## src/rtl/keypad_scan_ctrl.sv

```systemverilog
// rtl/keypad_scan_ctrl.sv - 4x4 keypad column scanner with press/release debounce
module keypad_scan_ctrl #(
    parameter int SCAN_DIV     = 8,
    parameter int DEBOUNCE_CNT = 16
) (
    input  logic       clk,
    input  logic       reset,
    input  logic [3:0] row_in,
    output logic [3:0] col_out,
    output logic       row_en,
    output logic [3:0] key_code,
    output logic       key_valid,
    output logic       busy
);

    localparam int DIV_W = $clog2(SCAN_DIV);
    localparam int DEB_W = $clog2(DEBOUNCE_CNT + 1);
    localparam logic [DIV_W-1:0] DIV_LAST = DIV_W'(SCAN_DIV - 1);
    localparam logic [DIV_W-1:0] DIV_CAP  = DIV_W'(SCAN_DIV - 2);
    localparam logic [DEB_W-1:0] DEB_LAST = DEB_W'(DEBOUNCE_CNT - 1);
    localparam logic [DEB_W-1:0] DEB_MAX  = '1;

    typedef enum logic [1:0] {
        SCAN         = 2'd0,
        DEBOUNCE     = 2'd1,
        REPORT       = 2'd2,
        WAIT_RELEASE = 2'd3
    } state_t;

    state_t           state, state_n;
    logic [1:0]       col_idx, col_idx_n;
    logic [1:0]       row_idx, row_idx_n;
    logic [DIV_W-1:0] div_cnt, div_cnt_n;
    logic [DEB_W-1:0] deb_cnt, deb_cnt_n, deb_inc;
    logic [1:0]       low_row;
    logic             tracked;

    // Lowest set row wins so a multi-key press resolves deterministically.
    always_comb begin
        low_row = 2'd0;
        if (row_in[0])      low_row = 2'd0;
        else if (row_in[1]) low_row = 2'd1;
        else if (row_in[2]) low_row = 2'd2;
        else if (row_in[3]) low_row = 2'd3;
    end

    assign tracked = row_in[row_idx];
    assign deb_inc = (deb_cnt == DEB_MAX) ? deb_cnt : deb_cnt + 1'b1;
    assign col_out = 4'b0001 << col_idx;
    assign busy    = (state != SCAN);

    always_comb begin
        state_n   = state;
        col_idx_n = col_idx;
        row_idx_n = row_idx;
        div_cnt_n = div_cnt;
        deb_cnt_n = deb_cnt;
        row_en    = 1'b0;
        case (state)
            SCAN: begin
                row_en = (div_cnt == DIV_CAP);
                if (div_cnt == DIV_LAST) begin
                    div_cnt_n = '0;
                    if (row_in == 4'b0000) begin
                        col_idx_n = col_idx + 2'd1;
                    end else begin
                        row_idx_n = low_row;
                        deb_cnt_n = '0;
                        state_n   = DEBOUNCE;
                    end
                end else begin
                    div_cnt_n = div_cnt + 1'b1;
                end
            end
            DEBOUNCE: begin
                row_en = 1'b1;
                if (!tracked) begin
                    state_n   = SCAN;
                    col_idx_n = 2'd0;
                    div_cnt_n = '0;
                    deb_cnt_n = '0;
                end else if (deb_cnt == DEB_LAST) begin
                    state_n = REPORT;
                end else begin
                    deb_cnt_n = deb_inc;
                end
            end
            REPORT: begin
                deb_cnt_n = '0;
                state_n   = WAIT_RELEASE;
            end
            WAIT_RELEASE: begin
                row_en = 1'b1;
                if (tracked) begin
                    deb_cnt_n = '0;
                end else if (deb_cnt == DEB_LAST) begin
                    state_n   = SCAN;
                    col_idx_n = 2'd0;
                    div_cnt_n = '0;
                    deb_cnt_n = '0;
                end else begin
                    deb_cnt_n = deb_inc;
                end
            end
            default: state_n = SCAN;
        endcase
    end

    // key_valid is registered out of REPORT, landing one cycle after that state.
    always_ff @(posedge clk) begin
        if (reset) begin
            state     <= SCAN;
            col_idx   <= 2'd0;
            row_idx   <= 2'd0;
            div_cnt   <= '0;
            deb_cnt   <= '0;
            key_code  <= 4'h0;
            key_valid <= 1'b0;
        end else begin
            state     <= state_n;
            col_idx   <= col_idx_n;
            row_idx   <= row_idx_n;
            div_cnt   <= div_cnt_n;
            deb_cnt   <= deb_cnt_n;
            key_valid <= (state == REPORT);
            if (state == REPORT) key_code <= {row_idx, col_idx};
        end
    end

endmodule

```

## config.mk

```make
export PLATFORM = sky130hd
export DESIGN_NAME = keypad_scan_ctrl
export DESIGN_NICKNAME = d
export VERILOG_FILES = /design/src/rtl/keypad_scan_ctrl.sv
export SDC_FILE = /design/constraint.sdc
export NUM_CORES = 1
export LEC_CHECK = 0
export CAP_MARGIN = 20
export CORE_MARGIN = 3
export CORE_UTILIZATION = 25
export CTS_CLUSTER_DIAMETER = 60
export DETAILED_ROUTE_END_ITERATION = 8
export DONT_BUFFER_PORTS = 1
export GPL_ROUTABILITY_DRIVEN = 0
export PLACE_DENSITY = 0.49
export SLEW_MARGIN = 5
export SYNTH_ARGS = -nofsm -noshare
export SYNTH_HDL_FRONTEND = slang
export SYNTH_SLANG_ARGS = --single-unit
export TNS_END_PERCENT = 5
```

## constraint.sdc

```tcl
create_clock -name clk -period 2.5 [get_ports clk]
set_clock_uncertainty 0.15 [all_clocks]
set_input_delay 0.25 -clock clk [delete_from_list [all_inputs] [get_ports clk]]
set_output_delay 0.25 -clock clk [all_outputs]
set_load 0.1 [all_outputs]
```

==> results of run 1 <==
[where the power goes]
| part | switching, uW | leakage (uW) | internal (uW) | total (uW) |
|---|---|---|---|---|
| clock | 109 | 0.0000255 | 111 | 220 |
| sequential | 6.15 | 0.000154 | 310 | 316 |
| combinational | 25.5 | 0.000359 | 18.4 | 43.9 |
| total | 141 | 0.000538 | 439 | 580 |
[final cells by class]
cell class	instances	area share [%]
multi-input cells	89	50.4
clock inverters	1	0.392
well taps	50	4.90
inverters	9	2.65
flip-flops and latches	19	29.8
clock buffers	3	3.24
repair buffers	14	8.63
[cell families (layout without fill, tap and decap cells)]
logic type | count (synthesis) | count (layout) | synth area share (%)
compound gates | 35 | 35 | 21.9
buf+inv | 16 | 27 | 6.21
simple gates | 38 | 38 | 19.3
mux | 6 | 6 | 6.67
flops | 19 | 19 | 35.0
fa+ha+maj | 9 | 9 | 10.1
xor+xnor | 1 | 1 | 0.806
[critical path: stages (launching register included)]
cell and delay, ns:
dfxtp_1 0.38, mux4_2 0.67, nand4b_1 0.23, a31oi_1 0.11, a311oi_1 0.28
[cells in the mapped netlist (2+ instances only)]
| cell | n |
|---|---|
| a211oi_2 | 2 |
| o21ai_0 | 6 |
| dfxtp_1 | 19 |
| nand2_1 | 6 |
| and3_1 | 3 |
| nand3_1 | 4 |
| and2_1 | 3 |
| a21oi_1 | 8 |
| nand4b_1 | 2 |
| ha_1 | 8 |
| nor3_1 | 2 |
| nand4_1 | 2 |
| mux2i_1 | 5 |
| a21boi_0 | 2 |
| o21a_1 | 2 |
| nor2_1 | 9 |
| inv_1 | 9 |
| o211ai_1 | 2 |
| clkbuf_1 | 6 |
| a31oi_1 | 4 |
[metal layers]
layer	routed length, um	GRT usage [%]
met2	1180	18.0
met1	1070	11.9
met5	0	0
met3	121	3.32
met4	36	3.97
[cell usage in the layout, fill, tap and decap left out, types with 2 or more instances in the layout]
master,count
a211oi_2,2
a21boi_0,2
a21oi_1,8
a31oi_1,4
and2_1,3
and3_1,3
buf_4,12
clkbuf_8,3
dfxtp_1,19
dlygate4sd3_1,2
ha_1,8
inv_1,9
mux2i_1,5
nand2_1,6
nand3_1,4
nand4_1,2
nand4b_1,2
nor2_1,9
nor3_1,2
o211ai_1,2
o21a_1,2
o21ai_0,5
[worst max path at each step]
stage | from | endpoint | slack [ns]
global placement | row_idx[0] | deb_cnt[3] | 0.67
detailed placement | row_idx[0] | deb_cnt[3] | 0.62
global route | row_idx[0] | deb_cnt[3] | 0.45
floorplan | flop | row_en | 0.07
finish | row_idx[0] | deb_cnt[3] | 0.59
CTS | row_idx[0] | deb_cnt[3] | 0.59
[stage by stage]
stage	instance area (sq um)	total power, uW	hold WS, ns	util [%]
4_1_cts	1270	588	0.00860	31.0
6_report	1280	580	0.0282	31.2
3_3_place_gp	1210	359	0.173	29.6
2_1_floorplan	1090	359	0.274	-
3_5_place_dp	1210	361	0.176	29.6
5_1_grt	1280	616	0.00872	31.2
[state kept, by name, summed over array words and instances, names as in the netlist, named ones only]
register	count
row_idx	2
deb_cnt	5
col_idx	2
key_valid	1
state	1
key_code	4
div_cnt	3
==> metrics.yaml, run 1 <==
run_status:
  status: "completed"
logic_synthesis:
  netlist_area_sq_mm: 0.00109
  synth_edf_count: 0
  syn_nets: 138
  ys_seq_area_share_pct: 35.0
  yosys_warnings: 0
  async_flop_share_pct: 0
  ys_ff_latch: 19
  synthDistinctLibCells: 40
  synth_cells: 124
  syn_avg_cell_area_sq_um: 8.77
  netlist_top_cells_area: "dfxtp_1 35%, ha_1 9.2%, mux2i_1 4.6%"
  synth_top_area_cell: "dfxtp_1"
  ys.flop_type: "dfxtp_1"
  synth_top_area_share_pct: 35.0
timing:
  rsz0062_at_grt: "no"
  hold_viol: 0
  finalCritPeriodShare_pct: 76.5
  fin_tns_setup_ns: 0
  fmax_ghz: 0.523
  layout_setup_ws_ns: 0.589
  relSlewSlack_pct: 60.9
  setup_viol: 0
  finalCriticalPeriod_ns: 1.91
  slew_viol_final: 0
  worst_slew_pin_slew_ns: 0.585
hold_path:
  whs_path_depth: 2
  hold_class: "input port to flop"
  hold_path_end: "row_idx[0]"
  worstHoldStart: "row_in[0]"
power_and_ir_drop:
  vdd_drop_max_uv: 240
  power_leakage_uw: 0.000538
  cellPowerDensity_mw_per_mm2: 454
setup_path:
  crit_fanout: 12
  endpoint_kind: "flop"
  r2r_end: "deb_cnt[3]"
  reg2reg_setup_slack_ns: 0.59
  worstPathArrival_ns: 1.92
  worstSetupPathType: "flop to flop"
  cp-start-kind: "flop"
  r2r_start: "row_idx[0]"
  cp.required_ns: 2.51
  reg2regPathDepth: 4
global_route:
  grt_pass1_wl_um: 4270
  grt_pass1_vias: 925
  antenna_found_initial: 0
  gr-total-overflow: 0
  grt_start_max_net_pins: 18
  grtUsageTotal_pct: 10.4
placed_design:
  dp.cells: 179
  portBuffers: 0
  dp_hpwl_um: 1750
  post-place-ws_ns: 0.622
clock_tree:
  post_cts_resized: 0
  clock-sinks: 19
  cts_buffer_depth: 2
  clk_pin_slew_ns: 0.07
  h-tree-depth: 1
  cts_hold_buf: 1
  clk_latency_ns: 0.26
  cts_tree: "done"
  cts-root-buf: "clkbuf_8"
  post_cts_buffers: 0
  numCtsBuffers: 3
detailed_routing:
  drt-pass1-iter-count: 4
  routed_wirelength_um: 2410
  via_per_inst: 5.09
  wire_per_inst_um: 13.0
  antenna_left: 0
  drt_iter0_drc: 19
  vias: 941
  drc: 0
finish:
  fill_cells: 434
  nets: 150
  antennaDiodeCount: 0
  ff_latch_area_sq_um: 380
  drive_gt1_share_pct: 16.3
  area_growth_pct: 17.4
  final_cells: 185
  multi_input_area_sq_um: 643
floorplanning:
  die_w_um: 72.0
  num_rows: 23
  ios: 17
  dieHeight_um: 72.0
  initial_core_util_pct: 26.6
  die_area_sq_mm: 0.00518
  core_sq_mm: 0.00409
flow_run:
  cap_violations: 0
(Power assumes the default switching activity.)
==> inputs of run 2 (changes only) <==
ABC_AREA = 1   (was not set)
PLACE_DENSITY = 0.51   (was 0.49)
clock period = 1.6 ns   (was 2.5 ns; I/O delays follow)
==> metrics.yaml, run 2 <==
run_status:
  status: "completed"
timing:
  holdWs_ns: 0.0110  # -0.0172 ns
  hold_viol: 0  # unchanged
  relSlewSlack_pct: 74.4  # +14 points
  layout_setup_ws_ns: 0.0387  # -0.550 ns
  setup_viol: 0  # unchanged
  finalCritPeriodShare_pct: 97.6  # +21 points
  finalCriticalPeriod_ns: 1.56  # -0.350 ns
  rsz0062_at_grt: "yes"
  worst_slew_pin_slew_ns: 0.383  # -0.202 ns
  fmax_ghz: 0.640  # +22%
  slew_viol_final: 0  # unchanged
  fin_tns_setup_ns: 0  # unchanged
floorplanning:
  die_area_sq_mm: 0.00520  # +0.42%
  ios: 17  # unchanged
  initial_core_util_pct: 26.5  # -0.064 points
  dieHeight_um: 72.1  # +0.21%
  num_rows: 23  # unchanged
  core_sq_mm: 0.00412  # +0.70%
  die_w_um: 72.1  # +0.21%
power_and_ir_drop:
  power.internal_uw: 686  # +56%
  vdd_drop_max_uv: 406  # +69%
  power_switching_uw: 224  # +59%
  p_sw_share_pct: 24.6  # +0.34 points
  p_clk_share_pct: 37.7  # -0.3 points
  power_frac_seq_pct: 54.0  # -0.5 points
  p_total_uw: 910  # +57%
  cellPowerDensity_mw_per_mm2: 606  # +33%
  power_leakage_uw: 0.000727  # +35%
  p_comb_share_pct: 8.3  # +0.7 points
logic_synthesis:
  synth_edf_count: 0  # unchanged
  muxShareOfSynthArea_pct: 0  # -6.7 points
  synth-compound-area-share_pct: 14.2  # -7.7 points
  synth-simple-area-share_pct: 32.2  # +13 points
  synth_top_family_by_area: "simple AND/OR/NAND/NOR gates"
  yosys-top-cells-count: "30 x nand2_1, 20 x inv_1, 19 x dfxtp_1"
  async_flop_share_pct: 0  # unchanged
  netlist_area_sq_mm: 0.00109  # +0.46%
  yosys.area_share.adder_pct: 9.16  # -0.96 points
  synthDistinctLibCells: 21  # -48%
  netlist_top_cells_area: "dfxtp_1 35%, nand2_1 10%, ha_1 9.2%"
  syn_nets: 170  # +23%
  ys.flop_type: "dfxtp_1"
  ys_seq_area_share_pct: 34.8  # -0.16 points
  yosys_warnings: 0  # unchanged
  yosysMostFrequentCell: "nand2_1"
  synth_cells: 156  # +26%
  synth_xor_area_share_pct: 0  # -0.81 points
  ys_ff_latch: 19  # unchanged
  synth_top_area_cell: "dfxtp_1"
  syn_avg_cell_area_sq_um: 7.00  # -20%
  synth_top_area_share_pct: 34.8  # -0.16 points
clock_tree:
  h-tree-depth: 1  # unchanged
  cts_tree: "done"
  cts-root-buf: "clkbuf_8"
  clock-sinks: 19  # unchanged
  cts_buffer_depth: 2  # unchanged
  numCtsBuffers: 3  # unchanged
  clk_pin_slew_ns: 0.08  # about the same
  clk_latency_ns: 0.26  # about the same
finish:
  nets: 200  # +33%
  layout_commonest_cell: "nand2_1"
  fin_util_pct: 36.5  # +5.3 points
  largest_reg_flops: 5  # unchanged
  fill_cells: 432  # -0.46%
  ff_latch_area_sq_um: 387  # +1.6%
  area_growth_pct: 37.6
  drive_gt1_share_pct: 29.7  # +13 points
  antennaDiodeCount: 0  # unchanged
  reg_top3: "deb_cnt (5), key_code (4), div_cnt (3)"
  final_cell_mix: "27 x nand2_1, 21 x buf_4, 20 x inv_1, 16 x nand3_1"
  regMostFlops: "deb_cnt"
  multi_input_area_sq_um: 649  # +0.97%
hold_path:
  hold_class: "input port to flop"
  worstHoldStart: "row_in[0]"
setup_path:
  endpoint_kind: "flop"
  cp-start-kind: "flop"
  r2r_start: "deb_cnt[0]"
  cp_top_family: "simple AND/OR/NAND/NOR gates"
  worstPathArrival_ns: 1.61  # -0.31 ns
  worstSetupPathType: "flop to flop"
  crit_path_top_delay_cell: "dfxtp_2"
  critPathMaxStageDelay_ns: 0.36  # -0.31 ns
  cp.required_ns: 1.65  # -0.86 ns
  worstPathCellList: "ha_4, nand2_4, nor2_4, nand2_4, nand2_4, nand2_4, nor2_4, nand3_2, nand2_1, nand2_1, nor2_1"
  worst-path-buf-inv: 0  # unchanged
  startpoint: "deb_cnt[0]"
  crit_fanout: 6  # -6
  crit_top_cell: "nand2_4"
global_route:
  grt_pass1_vias: 1037  # +12%
  gr-total-overflow: 0  # unchanged
  grt_pass1_wl_um: 4560  # +6.8%
  grtUsageTotal_pct: 10.9  # +0.53 points
  antenna_found_initial: 0  # unchanged
  grt_start_max_net_pins: 13  # -5
detailed_routing:
  drt-pass1-iter-count: 4  # unchanged
  drt_iter0_drc: 38  # +19
  routed_wirelength_um: 2640  # +9.4%
  wire_per_inst_um: 11.2  # -14%
  antenna_left: 0  # unchanged
  via_per_inst: 4.49  # -12%
  vias: 1054  # +12%
  drc: 0  # unchanged
flow_run:
  cap_violations: 0  # unchanged
placed_design:
  post-place-ws_ns: 0.0310  # -0.591 ns
  dp_hpwl_um: 2040  # +16%
  portBuffers: 0  # unchanged
-- run 2: kinds of logic (layout without fill, tap and decap cells) --
kind of cell	count (synthesis)	in the layout
AOI/OAI and AO/OA	30	30
adders and majority gates	8	8
buffers and inverters	26	55
DFF	19	19
and+or+nand+nor	73	73
-- run 2: metrics by stage --
step	instances	area, sq um
floorplan	156	1100
global placement	229	1400
detailed placement	229	1400
CTS	234	1460
global route	235	1500
finish	235	1500
-- run 2: cell type report --
type	count	share of cell area (%)
Clock buffer	3	2.75
Clock inverter	1	0.333
Inverter	24	6.00
Multi-Input combinational cell	111	43.2
Sequential cell	19	25.7
Tap cell	50	4.16
Timing Repair Buffer	27	17.8
-- run 2: tightest hold or removal path: cells and delay by family --
family	cells	cell delay, ns
compound gates	2	0.19
simple gates	1	0.02
-- run 2: path summary, 6_finish.rpt --
check / to / slack [ns] / depth (start not counted)
setup / recovery: col_idx[1] / 0.04 / 11
hold reg to reg: deb_cnt[4] / 0.33 / 2
setup reg to reg: col_idx[1] / 0.04 / 11
hold / removal: row_idx[0] / 0.01 / 3
-- run 2: metal layers --
layer  track usage, %  up-vias  part of all wire, %
met5                0        -                    0
met4             3.55        0                 0.34
met3             1.80        2                  3.3
met2             18.3       17                   48
met1             14.2      475                   49
li1                 -      560                    -
-- run 2: what timing repair did --
| item | in CTS | in global routing |
|---|---|---|
| setup endpoints to repair | 1 | 11 |
| pin swaps | 0 | 6 |
| hold endpoints to repair | 7 | 0 |
| buffers inserted | 0 | 1 |
| hold buffers | 1 | 0 |
| resized for setup | 1 | 12 |
-- run 2: power by group through the flow --
stage	clock (uW)	combinational (uW)	sequential, uW
after CTS	354	74.0	490
after global routing	375	86.7	493
after floorplan	0	54.7	499
after detailed placement	0	68.9	501
after global placement	0	69.8	501
final	343	75.6	492
==> inputs of run 3 (changes only) <==
SETUP_SLACK_MARGIN = 0.4   (was not set)
==> metrics.yaml, run 3 (synthesis gave the netlist of run 2 again) <==
run_status:
  status: "completed"
detailed_routing:
  drt_iter0_drc: 30  # -21%
  antenna_left: 0  # unchanged
  via_per_inst: 4.45  # -0.72%
  vias: 1042  # -1.1%
  routed_wirelength_um: 2690  # +1.8%
  wire_per_inst_um: 11.5  # +2.3%
  drc: 0  # unchanged
  drt-pass1-iter-count: 5  # +1
global_route:
  grt_start_max_net_pins: 13  # unchanged
  grt_pass1_wl_um: 4490  # -1.5%
  gr-total-overflow: 0  # unchanged
  grtUsageTotal_pct: 11.0  # +0.055 points
  antenna_found_initial: 0  # unchanged
  grt_pass1_vias: 993  # -4.2%
finish:
  regMostFlops: "deb_cnt"
  antennaDiodeCount: 0  # unchanged
  fill_cells: 420  # -2.8%
  ff_latch_area_sq_um: 393  # +1.6%
  reg_top3: "deb_cnt (5), key_code (4), div_cnt (3)"
  largest_reg_flops: 5  # unchanged
  layout_commonest_cell: "nand2_1"
  multi_input_area_sq_um: 679  # +4.6%
  final_area_sq_mm: 0.00156  # +3.6%
  final_cell_mix: "27 x nand2_1, 18 x inv_1, 15 x nand3_1, 15 x a21oi_1"
  nets: 199  # -0.50%
  drive_gt1_share_pct: 32.6  # +2.9 points
  area_growth_pct: 42.5
clock_tree:
  clock-sinks: 19  # unchanged
  clk_latency_ns: 0.25  # about the same
  cts_buffer_depth: 2  # unchanged
  cts-root-buf: "clkbuf_8"
  h-tree-depth: 1  # unchanged
  numCtsBuffers: 3  # unchanged
  clk_pin_slew_ns: 0.07  # about the same
  cts_tree: "done"
placed_design:
  dp_hpwl_um: 2050  # +0.47%
  place_area_sq_mm: 0.00140  # -0.27%
  post-place-ws_ns: -0.0178  # -0.0489 ns
  portBuffers: 0  # unchanged
timing:
  hold_viol: 0  # unchanged
  holdWs_ns: 0.00576  # -0.00526 ns
  rsz0062_at_grt: "yes"
  setup_viol: 0  # unchanged
  finalCritPeriodShare_pct: 99.2  # +1.6 points
  finalCriticalPeriod_ns: 1.59  # +0.0251 ns
  relSlewSlack_pct: 73.7  # -0.70 points
  slew_viol_final: 0  # unchanged
  worst_slew_pin_slew_ns: 0.393  # +0.0105 ns
  layout_setup_ws_ns: 0.0136  # -0.0251 ns
  fmax_ghz: 0.630  # -1.6%
setup_path:
  startpoint: "deb_cnt[1]"
  reg2regPathDepth: 10  # -1
  endpoint_kind: "flop"
  r2r_start: "deb_cnt[1]"
  cp-start-kind: "flop"
  crit_fanout: 6  # unchanged
  worstPathArrival_ns: 1.59  # -0.02 ns
  cp.required_ns: 1.60  # -0.05 ns
  r2r_end: "col_idx[0]"
  reg2reg_setup_slack_ns: 0.01  # -0.03 ns
  crit_end: "col_idx[0]"
  worstSetupPathType: "flop to flop"
floorplanning:
  die_w_um: 72.1  # unchanged
  num_rows: 23  # unchanged
  dieHeight_um: 72.1  # unchanged
  ios: 17  # unchanged
  initial_core_util_pct: 26.5  # unchanged
  core_sq_mm: 0.00412  # unchanged
  die_area_sq_mm: 0.00520  # unchanged
flow_run:
  cap_violations: 0  # unchanged
power_and_ir_drop:
  vdd_drop_max_uv: 397  # -2.1%
  cellPowerDensity_mw_per_mm2: 579  # -4.4%
  p_total_uw: 901  # -0.94%
  power_leakage_uw: 0.000717  # -1.4%
hold_path:
  hold_class: "input port to flop"
==> run 3: cell count changes in the layout (fill, tap and decap cells not counted), sizes merged <==
cell and delta:
buf -1, clkbuf +1, clkinv -1, clkinvlp +1, inv -1
==> run 3: layout make-up <==
| cell class | count | area share, % |
|---|---|---|
| Clock buffer | 4 | 2.89 |
| Inverter | 24 | 6.03 |
| Multi-Input combinational cell | 111 | 43.6 |
| Sequential cell | 19 | 25.2 |
| Tap cell | 50 | 4.02 |
| Timing Repair Buffer | 26 | 18.2 |
==> run 3: worst max-delay path: stages (launching register included) <==
cell and delay [ns]:
dfxtp_4 0.37, ha_4 0.14, nand2_4 0.05, nor2_4 0.11, nand2_4 0.08, nand2_4 0.08
nand2_4 0.06, nor2_4 0.16, nand3_2 0.12, a21oi_2 0.12, nor2_1 0.05
==> run 3: how the worst min path moves through the flow <==
stage | startpoint | endpoint | slack (ns) | cells after the start
detailed placement | reset | div_cnt[2] | 0.08 | 1
global route | row_in[1] | row_idx[1] | 0.07 | 3
CTS | row_in[0] | row_idx[0] | 0.005 | 3
global placement | reset | flop | 0.08 | 1
finish | row_in[0] | row_idx[0] | 0.006 | 3
floorplan | row_in[0] | row_idx[0] | 0.24 | 3
==> run 3: power by group <==
part	leakage (uW)	total (uW)	internal (uW)	switching [uW]
Clock	0.0000228	333	177	155
Combinational	0.000537	78.3	30.4	47.9
Sequential	0.000157	491	481	9.67
Total	0.000717	901	688	213
==> run 3: routing by layer <==
layer | vias to the layer above | GRT usage [%] | routed length [um]
met5 | - | 0 | 0
met4 | 0 | 4.38 | 46
met3 | 5 | 1.66 | 42
met2 | 12 | 17.5 | 1290
met1 | 462 | 14.8 | 1310
li1 | 563 | - | -
==> run 3: repair_timing <==
action	in CTS	in global routing
buffers inserted	1	0
resized for setup	7	22
pin swaps	7	5
hold buffers	1	0
setup endpoints to repair	25	28
hold endpoints to repair	7	0
==> run 3: metrics by stage <==
step,std cells,util (%),setup TNS [ns]
after CTS,234,36.2,0
after floorplan,156,-,0
after global routing,234,37.8,-0.250
after global placement,228,34.0,-0.0107
after detailed placement,228,34.0,-0.0178
final,234,37.8,0
